### src/rtl/bbox_pkg.sv
// Shared types for the bounding-box crop streamer: coordinates, box corners,
// scan FSM states and the per-pixel sideband flags.
package bbox_pkg;

    localparam int COORD_W = 11;

    typedef logic [COORD_W-1:0] coord_t;

    typedef struct packed {
        coord_t x_min;
        coord_t x_max;
        coord_t y_min;
        coord_t y_max;
    } box_t;

    typedef enum logic [1:0] {
        IDLE  = 2'd0,
        SCAN  = 2'd1,
        DRAIN = 2'd2
    } bbox_state_t;

    typedef struct packed {
        logic sol;
        logic eol;
        logic eof;
    } pix_flags_t;

endpackage

### src/rtl/pix_skid_fifo.sv
// Two-entry FIFO holding one pixel plus its sol/eol/eof flags.
// The caller never pushes when full and never pops when empty.
module pix_skid_fifo
    import bbox_pkg::*;
#(
    parameter int PIX_W = 8
) (
    input  logic             clk,
    input  logic             rst,
    input  logic             push,
    input  logic [PIX_W-1:0] wr_data,
    input  pix_flags_t       wr_flags,
    input  logic             pop,
    output logic [PIX_W-1:0] rd_data,
    output pix_flags_t       rd_flags,
    output logic [1:0]       count,
    output logic             empty
);

    typedef struct packed {
        logic [PIX_W-1:0] data;
        pix_flags_t       flags;
    } entry_t;

    entry_t mem [2];
    logic   wr_ptr;
    logic   rd_ptr;

    always_ff @(posedge clk or posedge rst) begin
        if (rst) begin
            mem[0] <= '0;
            mem[1] <= '0;
            wr_ptr <= 1'b0;
            rd_ptr <= 1'b0;
            count  <= 2'd0;
        end else begin
            if (push) begin
                mem[wr_ptr] <= '{data: wr_data, flags: wr_flags};
                wr_ptr      <= ~wr_ptr;
            end
            if (pop) begin
                rd_ptr <= ~rd_ptr;
            end
            case ({push, pop})
                2'b10:   count <= count + 2'd1;
                2'b01:   count <= count - 2'd1;
                default: count <= count;
            endcase
        end
    end

    assign rd_data  = mem[rd_ptr].data;
    assign rd_flags = mem[rd_ptr].flags;
    assign empty    = (count == 2'd0);

endmodule

### src/rtl/bbox_crop_streamer.sv
// Walks a clamped bounding box in raster order through the pixel RAM and streams
// the pixels out with line/frame markers. Optional stats: BBOX_CROP_STATS_EN.
module bbox_crop_streamer
    import bbox_pkg::*;
#(
    parameter int                IMG_W     = 640,
    parameter int                IMG_H     = 480,
    parameter int                PIX_W     = 8,
    parameter int                ADDR_W    = 32,
    parameter logic [ADDR_W-1:0] BASE_ADDR = '0
) (
    input  logic              clk,
    input  logic              rst,
    input  logic              box_valid,
    output logic              box_ready,
    input  coord_t            x_min,
    input  coord_t            x_max,
    input  coord_t            y_min,
    input  coord_t            y_max,
    output logic              mem_rd,
    output logic [ADDR_W-1:0] mem_addr,
    input  logic [PIX_W-1:0]  mem_rddata,
    output logic              pix_valid,
    input  logic              pix_ready,
    output logic [PIX_W-1:0]  pix_data,
    output logic              pix_sol,
    output logic              pix_eol,
    output logic              pix_eof,
    output logic              done,
    output logic              err,
`ifdef BBOX_CROP_STATS_EN
    output logic [PIX_W+21:0] stat_sum,
    output logic [21:0]       stat_nz,
`endif
    output bbox_state_t       state_dbg
);

    // Handshakes: a box transfers on box_valid&box_ready, a pixel on
    // pix_valid&pix_ready; once pix_valid rises, data and flags hold until accepted.

    localparam coord_t            X_LIM      = coord_t'(IMG_W - 1);
    localparam coord_t            Y_LIM      = coord_t'(IMG_H - 1);
    localparam logic [ADDR_W-1:0] ROW_STRIDE = ADDR_W'(IMG_W);

    bbox_state_t       state, state_nxt;
    box_t              box_in;
    logic              box_empty, accept;
    logic [ADDR_W-1:0] row_off;

    coord_t            x_min_q, x_max_q, y_max_q;
    coord_t            cur_x, cur_y;
    logic [ADDR_W-1:0] line_base;
    logic              last_x, last_rd;
    pix_flags_t        cur_flags;

    logic              rd_infl;
    pix_flags_t        rd_flags_q;
    logic              err_q;

    logic [PIX_W-1:0]  head_data;
    pix_flags_t        head_flags;
    logic [1:0]        fifo_count;
    logic              fifo_empty;
    logic              pop;
    logic [2:0]        occupancy;

    always_comb begin
        box_in.x_min = x_min;
        box_in.y_min = y_min;
        box_in.x_max = (x_max > X_LIM) ? X_LIM : x_max;
        box_in.y_max = (y_max > Y_LIM) ? Y_LIM : y_max;
    end

    assign box_empty = (box_in.x_min > box_in.x_max) || (box_in.y_min > box_in.y_max);
    assign box_ready = (state == IDLE) && !err_q;
    assign accept    = box_valid && box_ready;

    // Starting row offset y_min*IMG_W built by shift-and-add.
    always_comb begin
        row_off = '0;
        for (int i = 0; i < COORD_W; i++) begin
            if (y_min[i]) begin
                row_off = row_off + (ROW_STRIDE << i);
            end
        end
    end

    assign last_x        = (cur_x == x_max_q);
    assign last_rd       = last_x && (cur_y == y_max_q);
    assign cur_flags.sol = (cur_x == x_min_q);
    assign cur_flags.eol = last_x;
    assign cur_flags.eof = last_rd;

    // Credit includes the pop happening this cycle so a full-rate stream never bubbles.
    assign pop       = pix_valid && pix_ready;
    assign occupancy = {1'b0, fifo_count} + {2'b00, rd_infl};
    assign mem_rd    = (state == SCAN) && (occupancy < (pop ? 3'd3 : 3'd2));
    assign mem_addr  = mem_rd ? (line_base + ADDR_W'(cur_x)) : '0;

    always_comb begin
        state_nxt = state;
        done      = 1'b0;
        case (state)
            IDLE: begin
                if (accept && !box_empty) state_nxt = SCAN;
            end
            SCAN: begin
                if (mem_rd && last_rd) state_nxt = DRAIN;
            end
            DRAIN: begin
                if (!rd_infl && fifo_empty) begin
                    done      = 1'b1;
                    state_nxt = IDLE;
                end
            end
            default: state_nxt = IDLE;
        endcase
    end

    always_ff @(posedge clk or posedge rst) begin
        if (rst) begin
            state      <= IDLE;
            err_q      <= 1'b0;
            rd_infl    <= 1'b0;
            rd_flags_q <= '0;
            x_min_q    <= '0;
            x_max_q    <= '0;
            y_max_q    <= '0;
            cur_x      <= '0;
            cur_y      <= '0;
            line_base  <= '0;
        end else begin
            state   <= state_nxt;
            err_q   <= accept && box_empty;
            rd_infl <= mem_rd;
            if (mem_rd) begin
                rd_flags_q <= cur_flags;
            end
            if (accept) begin
                x_min_q   <= box_in.x_min;
                x_max_q   <= box_in.x_max;
                y_max_q   <= box_in.y_max;
                cur_x     <= box_in.x_min;
                cur_y     <= box_in.y_min;
                line_base <= BASE_ADDR + row_off;
            end else if (mem_rd) begin
                if (last_x) begin
                    cur_x     <= x_min_q;
                    cur_y     <= cur_y + 11'd1;
                    line_base <= line_base + ROW_STRIDE;
                end else begin
                    cur_x <= cur_x + 11'd1;
                end
            end
        end
    end

    pix_skid_fifo #(
        .PIX_W (PIX_W)
    ) u_fifo (
        .clk      (clk),
        .rst      (rst),
        .push     (rd_infl),
        .wr_data  (mem_rddata),
        .wr_flags (rd_flags_q),
        .pop      (pop),
        .rd_data  (head_data),
        .rd_flags (head_flags),
        .count    (fifo_count),
        .empty    (fifo_empty)
    );

    assign pix_valid = !fifo_empty;
    assign pix_data  = head_data;
    assign pix_sol   = pix_valid && head_flags.sol;
    assign pix_eol   = pix_valid && head_flags.eol;
    assign pix_eof   = pix_valid && head_flags.eof;
    assign err       = err_q;
    assign state_dbg = state;

`ifdef BBOX_CROP_STATS_EN
    localparam int SUM_W = PIX_W + 22;

    always_ff @(posedge clk or posedge rst) begin
        if (rst) begin
            stat_sum <= '0;
            stat_nz  <= '0;
        end else if (accept) begin
            stat_sum <= '0;
            stat_nz  <= '0;
        end else if (pop) begin
            stat_sum <= stat_sum + SUM_W'(pix_data);
            if (pix_data != '0) begin
                stat_nz <= stat_nz + 22'd1;
            end
        end
    end
`endif

endmodule

### config.mk
export PLATFORM = sky130hd
export DESIGN_NAME = bbox_crop_streamer
export DESIGN_NICKNAME = d
export VERILOG_FILES = /design/src/rtl/bbox_pkg.sv /design/src/rtl/pix_skid_fifo.sv /design/src/rtl/bbox_crop_streamer.sv
export SDC_FILE = /design/constraint.sdc
export NUM_CORES = 1
export LEC_CHECK = 0
export BUFFER_PORTS_ARGS = -buffer_cell sky130_fd_sc_hd__buf_4
export CAP_MARGIN = 40
export CORE_ASPECT_RATIO = 1.4
export CORE_MARGIN = 2
export CORE_UTILIZATION = 59
export DETAILED_ROUTE_END_ITERATION = 12
export GPL_TIMING_DRIVEN = 0
export PLACE_DENSITY = 0.82
export SLEW_MARGIN = 20
export SYNTH_ARGS = -nofsm -noshare
export SYNTH_HDL_FRONTEND = slang
export SYNTH_SLANG_ARGS = --single-unit
### constraint.sdc
create_clock -name clk -period 4.9 [get_ports clk]
set_clock_uncertainty 0.2 [all_clocks]
set_input_delay 1.225 -clock clk [delete_from_list [all_inputs] [get_ports clk]]
set_output_delay 1.225 -clock clk [all_outputs]
set_load 0.05 [all_outputs]
* Word-level counts from Yosys, hierarchy flattened
Cells that the tools add are included.
** Operators by class
- Add/sub/neg operators :: 17
- Order comparisons :: 8
- Equal/unequal tests :: 10
- Multiplexer cells :: 37
- Bitwise gates (word level) :: 4
- Reductions and logical operators :: 25
** Operators by type and width (count)
- 32-bit 2-to-1 mux :: 14
- 11-bit 2-to-1 mux :: 12
- 11-bit equality test :: 3
- 32-bit by 10-bit adder with 32-bit output, second input constant :: 1
- 32-bit by 11-bit adder with 32-bit output :: 1
- 32-bit by 11-bit adder with 32-bit output, second input constant :: 1
- 32-bit by 12-bit adder with 32-bit output, second input constant :: 1
- 32-bit by 13-bit adder with 32-bit output, second input constant :: 1
- 32-bit by 14-bit adder with 32-bit output, second input constant :: 1
- 32-bit by 15-bit adder with 32-bit output, second input constant :: 1
- 32-bit by 16-bit adder with 32-bit output, second input constant :: 1
- 32-bit by 17-bit adder with 32-bit output, second input constant :: 1
- 32-bit by 18-bit adder with 32-bit output, second input constant :: 1
- 32-bit by 19-bit adder with 32-bit output, second input constant :: 1
- 32-bit by 20-bit adder with 32-bit output, second input constant :: 1
- 11-bit by 1-bit adder with 11-bit output, second input constant :: 2
- 22-bit bitwise mux :: 1
- 11-bit > comparator :: 2
- 1-bit logical AND :: 13
- 11-bit demux with 1-bit select :: 1
- 11-bit by 10-bit > comparator with 1-bit output, second input constant :: 1
- 11-bit by 9-bit > comparator with 1-bit output, second input constant :: 1
- 10-bit 2-to-1 mux :: 1
- 2-bit 2-to-1 mux :: 3
- 21 further kinds :: 35
** Storage, ports and cells
- Bits in registers :: 120
- Input port bits :: 56
- Output and inout port bits :: 50
- Logic and storage cells :: 124

* Depth between registers and ports, before layout
- Depth in word-level cells :: 22
- Depth in mapped cells :: 31
- Gate-level depth less buffers :: 31

* Cells and area by module
Synthesis repeated with hierarchy kept, for this count alone.
** Second synthesis, totals
- Cells, all modules :: 851
- Area, all modules :: 7616.1 um^2
** By module, submodules not included
- bbox_crop_streamer :: instances 1, cells an instance 777, area each 6485.0 um^2, sequential area each 2177.1 um^2
- pix_skid_fifo :: instances 1, cells an instance 74, area each 1131.1 um^2, sequential area each 650.6 um^2

* Worst setup path after synthesis
OpenSTA, ideal clock, no wires.
- Path kind :: input to register
- Start point :: input port y_min[0]
- End point :: register line_base[19]
- Library setup time :: 136 ps
- Data arrival time :: 6433 ps
- Required time :: 4564 ps
- Path slack :: -1870 ps
- Stages :: 25
- Path buffers :: 0
- Cells stage by stage :: ha_1 -> mux2_2 -> ha_1 -> mux2_2 -> ha_1 -> nand2b_2 -> xnor2_4 -> ha_1 -> nand2b_1 -> o2111ai_2 -> o2111ai_2 -> ha_1 -> nand2b_1 -> xor2_1 -> inv_1 -> ha_1 -> mux2_2 -> ha_1 -> mux2_2 -> ha_1 -> mux2_4 -> ha_1 -> nand2b_1 -> xnor2_1 -> a21oi_1
** On the way
- Word-level cells in the longest chain between the ends :: 22
** Ends and longest elaborated chain
- from (decl) :: line bbox_crop_streamer.sv:18 : input coord_t y_min,
- 10-bit 2-to-1 mux * :: line bbox_crop_streamer.sv:82 : if (y_min[i]) begin
- 32-bit by 11-bit adder with 32-bit output :: line bbox_crop_streamer.sv:83 : row_off = row_off + (ROW_STRIDE << i);
- 32-bit 2-to-1 mux * :: line bbox_crop_streamer.sv:82
- 32-bit by 12-bit adder with 32-bit output :: line bbox_crop_streamer.sv:83
- 32-bit 2-to-1 mux * :: line bbox_crop_streamer.sv:82
- 32-bit by 13-bit adder with 32-bit output :: line bbox_crop_streamer.sv:83
- 32-bit 2-to-1 mux * :: line bbox_crop_streamer.sv:82
- 32-bit by 14-bit adder with 32-bit output :: line bbox_crop_streamer.sv:83
- [6 not listed]
- 32-bit 2-to-1 mux * :: line bbox_crop_streamer.sv:82
- 32-bit by 18-bit adder with 32-bit output :: line bbox_crop_streamer.sv:83
- 32-bit 2-to-1 mux * :: line bbox_crop_streamer.sv:82
- 32-bit by 19-bit adder with 32-bit output :: line bbox_crop_streamer.sv:83
- 32-bit 2-to-1 mux * :: line bbox_crop_streamer.sv:82
- 32-bit by 20-bit adder with 32-bit output :: line bbox_crop_streamer.sv:83
- 32-bit 2-to-1 mux * :: line bbox_crop_streamer.sv:82
- 32-bit 2-to-1 mux * :: line bbox_crop_streamer.sv:139 : if (accept) begin
- to (signal assigned) :: line bbox_crop_streamer.sv:145 : line_base <= BASE_ADDR + row_off;
- to (signal assigned) :: line bbox_crop_streamer.sv:150 : line_base <= line_base + ROW_STRIDE;
- to (decl) :: line bbox_crop_streamer.sv:52 : logic [ADDR_W-1:0] line_base;
Every way passes the cells marked *; elsewhere a longest branch is shown, timed or not.
A chain may end at the register's enable or synchronous reset.

* Worst setup path in the final report
Ends and elaborated chain as after synthesis.

==> impl_metrics.py <==
metrics = {
    "synthesis": {
        "synth_cells": 851,
        "netlist_area_pre_place_sq_um": 7630,
        "ys.warnings.count": 0,
        "synth_cell_types": 72,
        "post_synth.cell_area_avg_sq_um": 8.97,
        "synth_ff_type": "dfrtp_1",
        "ys_seq_elements": 113,
        "synth-edff-count": 0,
        "asyncSetResetFlopFracSynth_pct": 100,
        "synth-seq-area-share_pct": 37.0,
    },
    "timing": {
        "setup_viol_count_final": 5,
        "min_period_over_period_pct": 123,
        "finalWorstSetupSlack_ns": -1.14,
        "period_minus_slack_ns": 6.04,
        "clock.fmax_ghz": 0.165,
        "final_slew_viol_count": 0,
        "rsz0062_at_grt": "yes",
        "final_hold_violation_count": 0,
        "worst_slew_margin_relative_to_its_limit_pct": 47.8,
        "least_margin_pin_slew_ns": 0.780,
    },
    "pwr": {
        "power_density_nw_per_um2": 682,
        "power.ir.vdd_worst_v": 0.000349,
        "power.static_leakage_nw": 4.38,
    },
    "setup_path": {
        "worst_ep_arrival_time_ns": 6.19,
        "timing.critical_path.to_type": "flip-flop",
        "cp.required_ns": 5.04,
        "worst_r2r_endpoint": "line_base[30]",
        "critical_path_buf_inv_count": 3,
        "timing.reg2reg.setup_slack_ns": 1.72,
        "critical-path-slowest-cell": "or3_4",
        "path_max_fanout": 2,
        "criticalPathCategory": "input pin to flip-flop",
        "cp_top_family": "adder cells",
        "slowest_delay_ns": 0.35,
        "worstReg2RegStart": "rd_infl",
        "cell_type_with_the_highest_occurrence_count_on_the_critical_path": "ha_4",
        "reg2regPathDepth": 10,
        "timing.critical_path.from_type": "input pin",
    },
    "layout": {
        "finish.instance_area_sq_um": 9820,
        "layout.cells.most_common": "buf_4",
        "layout-drive-gt1-share_pct": 27.5,
        "final_net_count": 1098,
        "number_of_non_filler_instances_in_the_completed_layout": 1166,
        "area_growth_syn_to_layout_pct": 28.6,
        "most_frequent_cells_in_the_layout": "buf_4, nand2_1, dfrtp_1",
        "antenna_cells": 0,
    },
    "die": {
        "dieHeight_um": 139,
        "floorplan.initialDensity_pct": 59.9,
        "die-area_sq_um": 13900,
        "floorplan.io_pins": 106,
        "rows": 49,
        "design.core.area_sq_um": 12800,
        "chipWidth_um": 100,
    },
    "placed_design": {
        "post_dp_cell_area_sq_um": 8840,
        "numPortBuffers": 105,
        "routability_cong": 0.933,
        "placed_cells": 1112,
        "detailed_place_hpwl_mm": 15.0,
    },
    "clock_network": {
        "ctsHoldBuffers": 0,
        "cts.htree.levels": 4,
        "clock_tree.root_cell": "clkbuf_16",
        "cts_tree": "built",
        "cts_buffer_depth": 2,
        "clock-sinks": 113,
        "cts_buffers": 17,
        "clkLatencyLatePin_ns": 0.42,
        "cts.reportedPaths.clkPinSlew_ns": 0.05,
    },
    "grt": {
        "first_global_vias": 7172,
        "grt_first_pass_wirelength_mm": 34.5,
        "antenna_found_initial": 1,
        "global_route.overflow_total": 0,
        "grt_max_degree": 78,
        "grt_util_all_layers_pct": 31.5,
    },
    "detailed_routing": {
        "routed_via_density": 5.95,
        "route.vias.total": 6941,
        "dr.pass1.iters": 5,
        "drcViolationCount": 0,
        "wirelength_mm": 21.0,
        "detail-route-antenna-nets": 0,
        "dr.first_iter.drc_count": 395,
        "drt-wirelength-per-cell_um": 18.0,
    },
    "job": {
        "cap_viol_max_count": 0,
    },
    "status": {
        "outcome": "finished with violations",
        "violations_in_the_final_reports": "negative setup slack",
    },
    "hold_path": {
        "worstHoldPathType": "flip-flop to flip-flop",
        "hold_depth": 1,
        "timing.hold.worst_endpoint": "u_fifo.mem[6]",
        "min-delay-start": "u_fifo.mem[6]",
    },
}
## layer usage
metal	GRT usage [%]	up-vias	wire (um)
met4	17.0	0	982
met3	4.84	71	1130
met5	0	-	0
li1	-	3246	-
met1	34.9	3343	7720
met2	56.6	281	11200
## cells by family (layout without fill, tap and decap cells)
| kind of cell | count (synthesis) | after routing | share of synthesized area, % |
|---|---|---|---|
| flops | 113 | 113 | 37.0 |
| xor+xnor | 99 | 99 | 11.9 |
| compound gates | 153 | 153 | 12.8 |
| simple gates | 331 | 331 | 20.9 |
| other cells | 1 | 3 | 0.0491 |
| buf+inv | 65 | 225 | 3.59 |
| fa+ha+maj | 42 | 42 | 6.88 |
| mux | 47 | 47 | 6.85 |
## power by group
| group | switching [W] | internal [W] | total (W) |
|---|---|---|---|
| Combinational | 0.00224 | 0.00138 | 0.00362 |
| Sequential | 0.000338 | 0.00130 | 0.00164 |
| Clock | 0.000452 | 0.000984 | 0.00144 |
| Total | 0.00303 | 0.00367 | 0.00670 |
## Yosys cell counts (all sizes together) (2+ instances only)
library cell / instances / area share [%]
a211oi: 3 / 0.36
o21ai: 61 / 4.0
and2b: 2 / 0.25
nand3b: 5 / 0.49
o2111ai: 4 / 0.70
nand2: 119 / 5.9
o22ai: 2 / 0.16
xnor2: 66 / 8.1
dfrtp: 113 / 37
mux2i: 8 / 1.0
nor4: 4 / 0.52
nand2b: 12 / 1.0
or3: 14 / 1.1
mux2: 39 / 5.8
inv: 21 / 1.1
a21o: 5 / 0.51
o31ai: 3 / 0.36
a21oi: 40 / 2.7
buf: 16 / 1.1
nand4: 19 / 1.6
or2: 3 / 0.25
clkbuf: 28 / 1.4
o211ai: 8 / 0.79
xor2: 33 / 3.8
and3: 17 / 1.4
a31oi: 3 / 0.25
nand3: 32 / 2.1
and2: 10 / 0.87
o32ai: 3 / 0.44
o21bai: 2 / 0.20
nor2b: 7 / 0.57
a2bb2oi: 2 / 0.39
ha: 42 / 6.9
nor3: 12 / 1.0
nor2: 74 / 3.7
o21a: 8 / 0.79
## timing repair
action / in CTS / in global routing
resized for setup: 18 / 12
setup buffers: 18 / 7
pin swaps: 14 / 7
setup endpoints to repair: 10 / 15
## metrics by stage
step | utilization [%] | hold slack, ns | TNS (ns) | setup slack, ns | total power (W)
3_5_place_dp | 69.3 | 0.289 | -8.19 | -1.90 | 0.00506
6_report | 77.0 | 0.300 | -4.51 | -1.14 | 0.00670
5_1_grt | 77.0 | 0.311 | -5.34 | -1.31 | 0.00706
2_1_floorplan | - | 0.256 | -5.57 | -1.42 | 0.00413
4_1_cts | 76.5 | 0.302 | -4.59 | -1.17 | 0.00664
3_3_place_gp | 69.1 | 0.276 | -95.61 | -1.81 | 0.00496
## final cells by class
cell class | instances | area (sq um)
Buffer | 43 | 190
Clock inverter | 12 | 226
Clock buffer | 20 | 457
Timing Repair Buffer | 129 | 1000
Fill cell | 878 | 2940
Multi-Input combinational cell | 675 | 4830
Sequential cell | 113 | 2830
Inverter | 21 | 86.3
Tap cell | 153 | 191
## worst register-to-register path, stage by stage (launching register included)
cell and delay (ns):
dfrtp_1 0.45, ha_1 0.24, ha_1 0.19, nor3_2 0.27
nand2_2 0.19, inv_2 0.17, nand2_2 0.14, nor4_4 0.42
nand2_1 0.28, or3_1 0.41, a21oi_1 0.14
## state kept, by name, indices dropped and copies added (netlist names)
name / count
u_fifo.mem: 22
y_max_q: 11
line_base: 25
err: 1
u_fifo.wr_ptr: 1
cur_x: 11
u_fifo.count: 2
u_fifo.rd_ptr: 1
cur_y: 11
rd_flags_q: 3
x_max_q: 11
state_dbg: 2
x_min_q: 11
rd_infl: 1
## worst max-delay path by stage
stage | from | cells past startpoint | endpoint
6_report | y_min[0] | 30 | line_base[19]
3_5_place_dp | y_min[0] | 27 | line_base[19]
4_1_cts | y_min[0] | 30 | line_base[19]
3_3_place_gp | y_min[0] | 30 | line_base[19]
5_1_grt | y_min[0] | 30 | line_base[19]
2_1_floorplan | y_min[0] | 26 | line_base[19]
No activity file was read; power rests on OpenSTA's default activity.
